### src/rtl/plic_master_pkg.sv
// Shared types and constants for the PLIC claim/complete AXI initiator.
package plic_master_pkg;

  typedef enum logic [2:0] {
    ST_IDLE      = 3'd0,
    ST_AR        = 3'd1,
    ST_R         = 3'd2,
    ST_DELIVER   = 3'd3,
    ST_WAIT_DONE = 3'd4,
    ST_WR        = 3'd5,
    ST_B         = 3'd6,
    ST_HOLD      = 3'd7
  } state_e;

  // Claim/complete register of context 0, and the per-context spacing.
  localparam logic [63:0] CLAIM_OFFSET = 64'h0000_0000_0020_0004;
  localparam logic [63:0] CTX_STRIDE   = 64'h0000_0000_0000_1000;

  localparam logic [1:0] AXI_RESP_OKAY  = 2'b00;
  localparam logic [1:0] AXI_BURST_INCR = 2'b01;
  localparam logic [2:0] SIZE_4B        = 3'b010;

endpackage

### src/rtl/plic_claim_complete_master.sv
// AXI4 initiator that claims a PLIC interrupt, hands the source ID to a local
// consumer, and writes the same ID back to the complete register when done.
module plic_claim_complete_master
  import plic_master_pkg::*;
#(
  parameter int unsigned AXI_ID_WIDTH   = 10,
  parameter int unsigned AXI_ADDR_WIDTH = 64,
  parameter int unsigned AXI_DATA_WIDTH = 64,
  parameter logic [63:0] PLIC_BASE      = 64'h0000_0000_0C00_0000,
  parameter int unsigned CONTEXT        = 0,
  parameter int unsigned SRC_ID_WIDTH   = 10,
  parameter int unsigned HOLDOFF        = 4
) (
  input  logic                        aclk,
  input  logic                        aresetn,
  input  logic                        irq_i,
  output logic [AXI_ID_WIDTH-1:0]     m_axi_arid,
  output logic [AXI_ADDR_WIDTH-1:0]   m_axi_araddr,
  output logic [7:0]                  m_axi_arlen,
  output logic [2:0]                  m_axi_arsize,
  output logic [1:0]                  m_axi_arburst,
  output logic                        m_axi_arvalid,
  input  logic                        m_axi_arready,
  input  logic [AXI_ID_WIDTH-1:0]     m_axi_rid,
  input  logic [AXI_DATA_WIDTH-1:0]   m_axi_rdata,
  input  logic [1:0]                  m_axi_rresp,
  input  logic                        m_axi_rlast,
  input  logic                        m_axi_rvalid,
  output logic                        m_axi_rready,
  output logic [AXI_ID_WIDTH-1:0]     m_axi_awid,
  output logic [AXI_ADDR_WIDTH-1:0]   m_axi_awaddr,
  output logic [7:0]                  m_axi_awlen,
  output logic [2:0]                  m_axi_awsize,
  output logic [1:0]                  m_axi_awburst,
  output logic                        m_axi_awvalid,
  input  logic                        m_axi_awready,
  output logic [AXI_DATA_WIDTH-1:0]   m_axi_wdata,
  output logic [AXI_DATA_WIDTH/8-1:0] m_axi_wstrb,
  output logic                        m_axi_wlast,
  output logic                        m_axi_wvalid,
  input  logic                        m_axi_wready,
  input  logic [AXI_ID_WIDTH-1:0]     m_axi_bid,
  input  logic [1:0]                  m_axi_bresp,
  input  logic                        m_axi_bvalid,
  output logic                        m_axi_bready,
  output logic [SRC_ID_WIDTH-1:0]     src_id_o,
  output logic                        src_valid_o,
  input  logic                        src_ready_i,
  input  logic                        done_i,
  output logic                        err_o,
  output logic                        busy_o
);

  if (AXI_DATA_WIDTH != 64) begin : g_bad_data_width
    $error("plic_claim_complete_master supports AXI_DATA_WIDTH=64 only");
  end

  localparam logic [63:0] CLAIM_ADDR = PLIC_BASE + CLAIM_OFFSET + 64'(CONTEXT) * CTX_STRIDE;
  localparam logic [7:0]  HOLD_LOAD  = 8'(HOLDOFF);

  state_e      state_q, state_d;
  logic [31:0] claimed_q, claimed_d;
  logic [7:0]  hold_cnt_q, hold_cnt_d;
  logic        aw_done_q, aw_done_d;
  logic        w_done_q, w_done_d;

  logic [31:0] rd_id;
  logic        rd_oor;
  logic        aw_fire, w_fire;

  assign rd_id   = m_axi_rdata[63:32];
  assign rd_oor  = (SRC_ID_WIDTH < 32) && ((rd_id >> SRC_ID_WIDTH) != '0);
  assign aw_fire = m_axi_awvalid && m_axi_awready;
  assign w_fire  = m_axi_wvalid && m_axi_wready;

  // Next-state logic for the claim / deliver / complete sequence.
  always_comb begin
    state_d    = state_q;
    claimed_d  = claimed_q;
    hold_cnt_d = hold_cnt_q;
    aw_done_d  = aw_done_q;
    w_done_d   = w_done_q;
    case (state_q)
      ST_IDLE:      if (irq_i) state_d = ST_AR;
      ST_AR:        if (m_axi_arready) state_d = ST_R;
      ST_R: begin
        if (m_axi_rvalid) begin
          claimed_d = rd_id;
          if (m_axi_rresp != AXI_RESP_OKAY) state_d = ST_IDLE;
          else if (rd_id == '0)             state_d = ST_IDLE;
          else if (rd_oor)                  state_d = ST_WR;
          else                              state_d = ST_DELIVER;
        end
      end
      ST_DELIVER:   if (src_ready_i) state_d = ST_WAIT_DONE;
      ST_WAIT_DONE: if (done_i) state_d = ST_WR;
      ST_WR: begin
        if (aw_fire) aw_done_d = 1'b1;
        if (w_fire)  w_done_d  = 1'b1;
        if (aw_done_d && w_done_d) begin
          state_d   = ST_B;
          aw_done_d = 1'b0;
          w_done_d  = 1'b0;
        end
      end
      ST_B: begin
        if (m_axi_bvalid) begin
          state_d    = ST_HOLD;
          hold_cnt_d = HOLD_LOAD;
        end
      end
      ST_HOLD: begin
        // Leaving when the count reaches zero gives max(HOLDOFF,1) HOLD cycles.
        hold_cnt_d = (hold_cnt_q != '0) ? hold_cnt_q - 8'd1 : '0;
        if (hold_cnt_q <= 8'd1) state_d = ST_IDLE;
      end
      default:      state_d = ST_IDLE;
    endcase
  end

  // State, claimed ID, holdoff counter and write-channel completion flags.
  always_ff @(posedge aclk or negedge aresetn) begin
    if (!aresetn) begin
      state_q    <= ST_IDLE;
      claimed_q  <= '0;
      hold_cnt_q <= '0;
      aw_done_q  <= 1'b0;
      w_done_q   <= 1'b0;
    end else begin
      state_q    <= state_d;
      claimed_q  <= claimed_d;
      hold_cnt_q <= hold_cnt_d;
      aw_done_q  <= aw_done_d;
      w_done_q   <= w_done_d;
    end
  end

  assign m_axi_arid    = '0;
  assign m_axi_araddr  = CLAIM_ADDR[AXI_ADDR_WIDTH-1:0];
  assign m_axi_arlen   = '0;
  assign m_axi_arsize  = SIZE_4B;
  assign m_axi_arburst = AXI_BURST_INCR;
  assign m_axi_arvalid = (state_q == ST_AR);
  assign m_axi_rready  = (state_q == ST_R);

  assign m_axi_awid    = '0;
  assign m_axi_awaddr  = CLAIM_ADDR[AXI_ADDR_WIDTH-1:0];
  assign m_axi_awlen   = '0;
  assign m_axi_awsize  = SIZE_4B;
  assign m_axi_awburst = AXI_BURST_INCR;
  assign m_axi_awvalid = (state_q == ST_WR) && !aw_done_q;
  assign m_axi_wdata   = {claimed_q, 32'h0};
  assign m_axi_wstrb   = 8'hF0;
  assign m_axi_wlast   = 1'b1;
  assign m_axi_wvalid  = (state_q == ST_WR) && !w_done_q;
  assign m_axi_bready  = (state_q == ST_B);

  assign src_id_o    = claimed_q[SRC_ID_WIDTH-1:0];
  assign src_valid_o = (state_q == ST_DELIVER);
  assign busy_o      = (state_q != ST_IDLE);

  assign err_o = ((state_q == ST_R) && m_axi_rvalid &&
                  ((m_axi_rresp != AXI_RESP_OKAY) || rd_oor)) ||
                 ((state_q == ST_B) && m_axi_bvalid && (m_axi_bresp != AXI_RESP_OKAY));

  logic unused_inputs;
  assign unused_inputs = ^{m_axi_rid, m_axi_rlast, m_axi_bid, m_axi_rdata[31:0]};

endmodule
### config.mk
export PLATFORM = sky130hd
export DESIGN_NAME = plic_claim_complete_master
export DESIGN_NICKNAME = d
export VERILOG_FILES = /design/src/rtl/plic_master_pkg.sv /design/src/rtl/plic_claim_complete_master.sv
export SDC_FILE = /design/constraint.sdc
export NUM_CORES = 1
export LEC_CHECK = 0
export BUFFER_PORTS_ARGS = -buffer_cell sky130_fd_sc_hd__buf_2
export CAP_MARGIN = 0
export CELL_PAD_IN_SITES_DETAIL_PLACEMENT = 2
export CELL_PAD_IN_SITES_GLOBAL_PLACEMENT = 2
export CORE_MARGIN = 2
export CORE_UTILIZATION = 21
export CTS_CLUSTER_SIZE = 10
export DETAILED_ROUTE_END_ITERATION = 6
export PLACE_DENSITY = 0.9
export SETUP_SLACK_MARGIN = 0.15
export SYNTH_ARGS = -nofsm -noshare
export SYNTH_HDL_FRONTEND = slang
export SYNTH_SLANG_ARGS = --single-unit
export TNS_END_PERCENT = 1
### constraint.sdc
create_clock -name aclk -period 3.1 [get_ports aclk]
set_clock_uncertainty 0.2 [all_clocks]
set_input_delay 0.31 -clock aclk [delete_from_list [all_inputs] [get_ports aclk]]
set_output_delay 0.31 -clock aclk [all_outputs]
set_load 0.005 [all_outputs]
==> results of run 1 <==
-- through the flow --
step | cells | total power [mW] | hold WS (ns) | util [%] | area (sq um)
after detailed placement | 754 | 2.66 | 0.144 | 20.7 | 3900
after CTS | 762 | 3.30 | 0.0499 | 21.6 | 4070
after floorplan | 630 | 2.38 | -0.186 | - | 4870
after global routing | 762 | 3.49 | 0.0552 | 21.6 | 4070
after global placement | 754 | 2.56 | 0.137 | 20.7 | 3900
final | 762 | 3.24 | 0.0560 | 21.6 | 4070
-- how the worst max path moves through the flow --
stage                            from     to  slack (ns)  cells after the start
6_report       state_q[1]$_DFFE_PN0P_  err_o        0.50                      5
5_1_grt        state_q[1]$_DFFE_PN0P_  err_o        0.29                      5
4_1_cts        state_q[1]$_DFFE_PN0P_  err_o        0.41                      5
3_5_place_dp          m_axi_rdata[43]  err_o        0.68                      6
3_3_place_gp          m_axi_rdata[43]  err_o        0.65                      6
2_1_floorplan  state_q[2]$_DFFE_PN0P_  err_o        1.28                      7
-- cell usage in the layout, fill, tap and decap left out, types with 2 or more instances in the layout --
cell and instances:
mux2_4 29, inv_1 3, dfrtp_1 45, nor3_2 2, conb_1 215, a21oi_1 4
o22ai_1 3, nand2_1 11, o21ai_1 3, nand3_1 5, or2_1 2, buf_4 3
o211ai_1 2, a31o_1 2, ha_1 3, clkbuf_16 5, nor2_1 22, nor4_1 9
a31oi_1 2, mux2_1 4, mux2i_1 2, a2bb2oi_1 2, buf_2 95
-- report_power, final --
group	internal [mW]	total, mW	switching [mW]	leakage, nW
Sequential	0.877	1.19	0.315	0.550
Combinational	0.768	1.43	0.666	1.56
Clock	0.375	0.615	0.240	0.0797
Total	2.02	3.24	1.22	2.19
-- sequential cells by signal (all words and copies together) (netlist names) --
register    count
hold_cnt_q      8
state_q         3
claimed_q      32
w_done_q        1
aw_done_q       1
-- repair_timing --
action / in CTS / in global routing
hold endpoints to repair: 21 / 0
hold buffers: 1 / 0
endpoints found under the setup margin: 0 / 0
-- area by class of cell --
type	count	area share, %
clock buffers	5	3.07
clock inverters	2	0.860
inverters	4	0.369
multi-input cells	347	47.6
flip-flops and latches	45	27.6
well taps	260	7.99
repair buffers	99	12.5
-- routing by layer --
metal	vias to the layer above	wire, um
met5	-	0
met3	5	696
met1	1198	3670
li1	1094	-
met4	0	110
met2	156	5590
-- logic make-up (layout without fill, tap and decap cells) --
kind of cell,after synthesis,after routing,synth area share [%]
fa+ha+maj,3,3,0.921
other cells,2,215,0.184
flops,45,45,27.6
mux,36,36,12.8
xor+xnor,2,2,0.430
simple gates,65,65,9.03
buf+inv,238,110,44.4
compound gates,26,26,4.54
==> results.sh, run 1 <==
export IMPL_grt_total_usage_pct=9.01
export IMPL_hp_start="m_axi_rdata[42]"
export IMPL_crit_slowest_cell="dfrtp_1"
export IMPL_cts_root_buf="clkbuf_16"
export IMPL_grt_busiest_layer="met2"
export IMPL_path_cells="nor3b_4 > and2_4 > o31ai_1 > nand2_1 > buf_2"
export IMPL_hold_path_class="in -> reg"
export IMPL_antenna_found_initial=0
export IMPL_die_x_um=143
export IMPL_die_y_um=143
export IMPL_grt_util_met1_pct=9.79
export IMPL_cts_tree="done"
export IMPL_worstMarginPinSlew_ns=0.556
export IMPL_cp_required_ns=2.59
export IMPL_pre_cts_slack_ns=0.683
export IMPL_ir_drop_mv=0.205
export IMPL_core_rowCount=50
export IMPL_drive_above_1_share_pct=28.5
export IMPL_postCtsSetupBuffers=0
export IMPL_ant_nets=0
export IMPL_syn_inst=417
export IMPL_path_max_fanout=23
export IMPL_synth_area_leaders="buf_4, dfrtp_1, mux2_4"
export IMPL_final_hold_violation_count=0
export IMPL_cts_sinks=45
export IMPL_startpoint_type="register"
export IMPL_port_buffers=95
export IMPL_drc=0
export IMPL_cts_max_level=2
export IMPL_antenna_cells=0
export IMPL_dpl_hpwl_um=8610
export IMPL_seq_area_sq_um=1130
export IMPL_ys_seq_elements=45
export IMPL_yosysUniqueCellTypes=52
export IMPL_slowest_delay_ns=0.58
export IMPL_worstSetupPathType="reg -> out"
export IMPL_grt_pass1_vias=2444
export IMPL_finalCriticalPeriod_ns=2.60
export IMPL_regToRegEndpoint="claimed_q[16]$_DFFE_PN0P_"
export IMPL_drv_cap=0
export IMPL_die_area_sq_um=20500
export IMPL_wirelength_um=10100
export IMPL_grt_setup_unrepaired="no"
export IMPL_min_period_over_period_pct=84.0
export IMPL_clk_pin_slew_ns=0.07
export IMPL_yosys_area_top_type="buf_4"
export IMPL_insertion_delay_ns=0.29
export IMPL_netlist_area_sq_um=4080
export IMPL_holdPathEnd="claimed_q[10]$_DFFE_PN0P_"
export IMPL_rr_startpoint="state_q[1]$_DFFE_PN0P_"
export IMPL_use_met3_pct=1.70
export IMPL_ios=364
export IMPL_slew_viol_final=0
export IMPL_synth_top_area_share_pct=41.6
export IMPL_synth_warnings=0
export IMPL_area_growth_pct=-0.0613
export IMPL_wl_per_cell_um=13.2
export IMPL_synthTopCellsByCount="buf_4, dfrtp_1, mux2_4, nor2_1, nand2_1"
export IMPL_cts_buffers=5
export IMPL_relSlewSlack_pct=63.0
export IMPL_critPathTopFamily="simple AND/OR/NAND/NOR gates"
export IMPL_clockBufferDepth=2
export IMPL_grt_pass1_wl_um=14000
export IMPL_synth_edf_count=0
export IMPL_nFillCells=2273
export IMPL_leakage_nw=2.19
export IMPL_multi_input_area_sq_um=1940
export IMPL_rrSetupSlack_ns=0.78
export IMPL_grt_use_met2_pct=17.5
export IMPL_fmax_mhz=384
export IMPL_finalSetupViolCount=0
export IMPL_outcome="completed"
export IMPL_initial_utilization_pct=21.6
export IMPL_avgSynthCellArea_sq_um=9.77
export IMPL_min_path_cells=2
export IMPL_firstDrtPassIters=4
export IMPL_grt_max_degree=25
export IMPL_tns_ns=0
export IMPL_core_area_sq_um=18900
export IMPL_viasPerCell=3.22
export IMPL_vias=2453
export IMPL_layout_setup_ws_ns=0.495
export IMPL_post_cts_resized=0
export IMPL_grt_ovfl_total=0
export IMPL_gp_congestion=0.734
export IMPL_powerDensity_nw_per_um2=796
export IMPL_arrival_ns=2.09
export IMPL_critPathCaptureType="output port"
export IMPL_yosysMostFrequentCell="buf_4"
export IMPL_synth_ff_type="dfrtp_1"
export IMPL_critPathBufInv=1
export IMPL_reg2reg_depth=4
export IMPL_async_reset_ff_share_pct=100
export IMPL_final_nets=604
export IMPL_first_iter_violations=76
export IMPL_ys_seq_area_share_pct=27.6
Note: power is estimated with default switching activity, not from simulation.
==> run 2: changes to the inputs <==
--- a/config.mk
+++ b/config.mk
@@ -10,10 +10,10 @@
 export CELL_PAD_IN_SITES_DETAIL_PLACEMENT = 2
 export CELL_PAD_IN_SITES_GLOBAL_PLACEMENT = 2
 export CORE_MARGIN = 2
-export CORE_UTILIZATION = 21
+export CORE_UTILIZATION = 18
 export CTS_CLUSTER_SIZE = 10
 export DETAILED_ROUTE_END_ITERATION = 6
-export PLACE_DENSITY = 0.9
+export PLACE_DENSITY = 0.82
 export SETUP_SLACK_MARGIN = 0.15
 export SYNTH_ARGS = -nofsm -noshare
 export SYNTH_HDL_FRONTEND = slang
==> constraint.sdc (replaced) <==
create_clock -name aclk -period 2.3 [get_ports aclk]
set_clock_uncertainty 0.2 [all_clocks]
set_input_delay 0.23 -clock aclk [delete_from_list [all_inputs] [get_ports aclk]]
set_output_delay 0.23 -clock aclk [all_outputs]
set_load 0.005 [all_outputs]
==> results.sh, run 2 (synthesis gave the netlist of run 1 again) <==
export IMPL_area_growth_pct=10.9
export IMPL_die_y_um=154
export IMPL_core_area_sq_um=22400
export IMPL_clkPwrFrac_pct=17.2
export IMPL_firstDrtPassIters=4
export IMPL_grt_setup_unrepaired="yes"
export IMPL_largest_reg_flops=32
export IMPL_swShare_pct=37.9
export IMPL_critPathTopFamily="simple AND/OR/NAND/NOR gates"
export IMPL_grt_pass1_vias=2632
export IMPL_nFillCells=2677
export IMPL_grt_busiest_layer="met2"
export IMPL_p_sw_mw=1.67
export IMPL_first_iter_violations=56
export IMPL_cts_buffers=5
export IMPL_outcome="completed"
export IMPL_rr_startpoint="hold_cnt_q[0]$_DFFE_PN0P_"
export IMPL_cts_max_level=2
export IMPL_viasPerCell=3.16
export IMPL_wirelength_um=10300
export IMPL_rrSetupSlack_ns=0.32
export IMPL_final_cells=828
export IMPL_fmax_mhz=496
export IMPL_regMostFlops="claimed_q"
export IMPL_drive_above_1_share_pct=28.9
export IMPL_intPower_mw=2.73
export IMPL_grt_max_degree=46
export IMPL_vias=2614
export IMPL_clk_pin_slew_ns=0.07
export IMPL_grt_ovfl_total=0
export IMPL_dpl_hpwl_um=7870
export IMPL_hold_path_class="in -> reg"
export IMPL_cp_required_ns=1.87
export IMPL_worstSetupPathType="in -> out"
export IMPL_grt_util_met1_pct=8.90
export IMPL_pre_cts_slack_ns=0.0352
export IMPL_seq_power_share_pct=34.8
export IMPL_grt_use_met2_pct=15.3
export IMPL_min_period_over_period_pct=87.6
export IMPL_initial_utilization_pct=18.2
export IMPL_cts_tree="done"
export IMPL_reg_largest_list="claimed_q (32), hold_cnt_q (8), state_q (3)"
export IMPL_ir_drop_mv=0.254
export IMPL_arrival_ns=1.59
export IMPL_grt_pass1_wl_um=14900
export IMPL_finalCriticalPeriod_ns=2.02
export IMPL_grt_total_usage_pct=8.04
export IMPL_leakage_nw=2.36
export IMPL_path_max_fanout=3
export IMPL_path_cells="buf_2 > nor4_1 > nand2_1 > o31ai_2 > buf_4 > nand2_1 > buf_2"
export IMPL_powerDensity_nw_per_um2=974
export IMPL_startpoint_type="primary input"
export IMPL_layout_commonest_cell="conb_1"
export IMPL_core_rowCount=55
export IMPL_slew_viol_final=0
export IMPL_cts_sinks=45
export IMPL_tns_ns=0
export IMPL_drv_cap=0
export IMPL_ios=364
export IMPL_die_area_sq_um=23900
export IMPL_min_path_cells=2
export IMPL_worstMarginPinSlew_ns=0.648
export IMPL_reg2reg_depth=6
export IMPL_port_buffers=95
export IMPL_final_hold_violation_count=0
export IMPL_cts_root_buf="clkbuf_16"
export IMPL_holdPathEnd="claimed_q[30]$_DFFE_PN0P_"
export IMPL_relSlewSlack_pct=56.8
export IMPL_postCtsSetupBuffers=0
export IMPL_drc=0
export IMPL_die_x_um=154
export IMPL_slowest_delay_ns=0.43
export IMPL_antenna_found_initial=0
export IMPL_finalSetupViolCount=0
export IMPL_insertion_delay_ns=0.29
export IMPL_crit_slowest_cell="nor4_1"
export IMPL_critPathBufInv=3
export IMPL_critPathCaptureType="output port"
export IMPL_clockBufferDepth=2
export IMPL_use_met3_pct=2.07
export IMPL_regToRegEndpoint="state_q[0]$_DFFE_PN0P_"
export IMPL_final_nets=645
export IMPL_final_cell_mix="conb_1, buf_2, dfrtp_1"
export IMPL_wl_per_cell_um=12.4
export IMPL_gp_congestion=0.731
export IMPL_antenna_cells=0
export IMPL_ant_nets=0
export IMPL_layout_setup_ws_ns=0.285
export IMPL_comb_power_share_pct=47.9
export IMPL_dp_cells=789
export IMPL_hp_start="m_axi_rdata[62]"
-- run 2: cell count changes in the layout (fill, tap and decap cells not counted), sizes merged --
cell	delta
bufinv	-1
buf	+10
clkbuf	+2
dlygate4sd3	+31
clkinv	-1
-- run 2: repair_timing --
item                       CTS  global route
hold buffers                32             0
gates cloned                 0             0
setup endpoints to repair    1             2
gates resized for setup      2             4
hold endpoints to repair    76             0
-- run 2: worst register-to-register path, stage by stage, from the launching register on --
cell and delay [ns]:
dfrtp_2 0.42, inv_1 0.09, ha_1 0.27, or2_1 0.26, a31o_1 0.18, a31o_1 0.22, a221oi_1 0.23
-- run 2: how the worst max path moves through the flow --
stage | cells after the start | slack, ns | from | to
6_report | 7 | 0.28 | m_axi_rdata[48] | err_o
5_1_grt | 8 | 0.12 | m_axi_rdata[43] | err_o
4_1_cts | 8 | 0.15 | m_axi_rdata[42] | err_o
3_5_place_dp | 8 | 0.04 | m_axi_rdata[42] | err_o
3_3_place_gp | 8 | 0.1 | m_axi_rdata[42] | err_o
2_1_floorplan | 6 | 0.52 | state_q[2]$_DFFE_PN0P_ | claimed_q[11]$_DFFE_PN0P_
-- run 2: layout make-up --
class,instances,area [sq um],share of cell area [%]
sequential,45,1130,25.0
tap,285,357,7.89
inverter,4,15.0,0.332
timing repair buffer,140,906,20.0
clock buffer,7,143,3.16
multi-input combinational,347,1970,43.6
-- run 2: power by group through the flow --
stage	clock, mW	sequential, mW	combinational, mW
floorplan	0	1.48	1.72
global placement	0	1.52	1.99
detailed placement	0	1.54	2.08
CTS	0.811	1.54	2.13
global route	0.830	1.60	2.33
finish	0.758	1.53	2.11
-- run 2: layer usage --
layer  part of all wire [%]  vias to the layer above
met1                     38                     1288
met5                      0                        -
met2                     54                      143
met4                   0.89                        0
met3                    6.7                        7
li1                       -                     1176
-- run 2: stage by stage --
| stage | utilization [%] | hold slack [ns] | power, mW | cell area (sq um) |
|---|---|---|---|---|
| 2_1_floorplan | - | -0.266 | 3.20 | 4870 |
| 3_3_place_gp | 17.9 | 0.196 | 3.51 | 4020 |
| 3_5_place_dp | 17.9 | 0.198 | 3.62 | 4020 |
| 4_1_cts | 20.0 | 0.00780 | 4.48 | 4500 |
| 5_1_grt | 20.1 | 0.00785 | 4.76 | 4520 |
| 6_report | 20.1 | 0.0128 | 4.40 | 4520 |
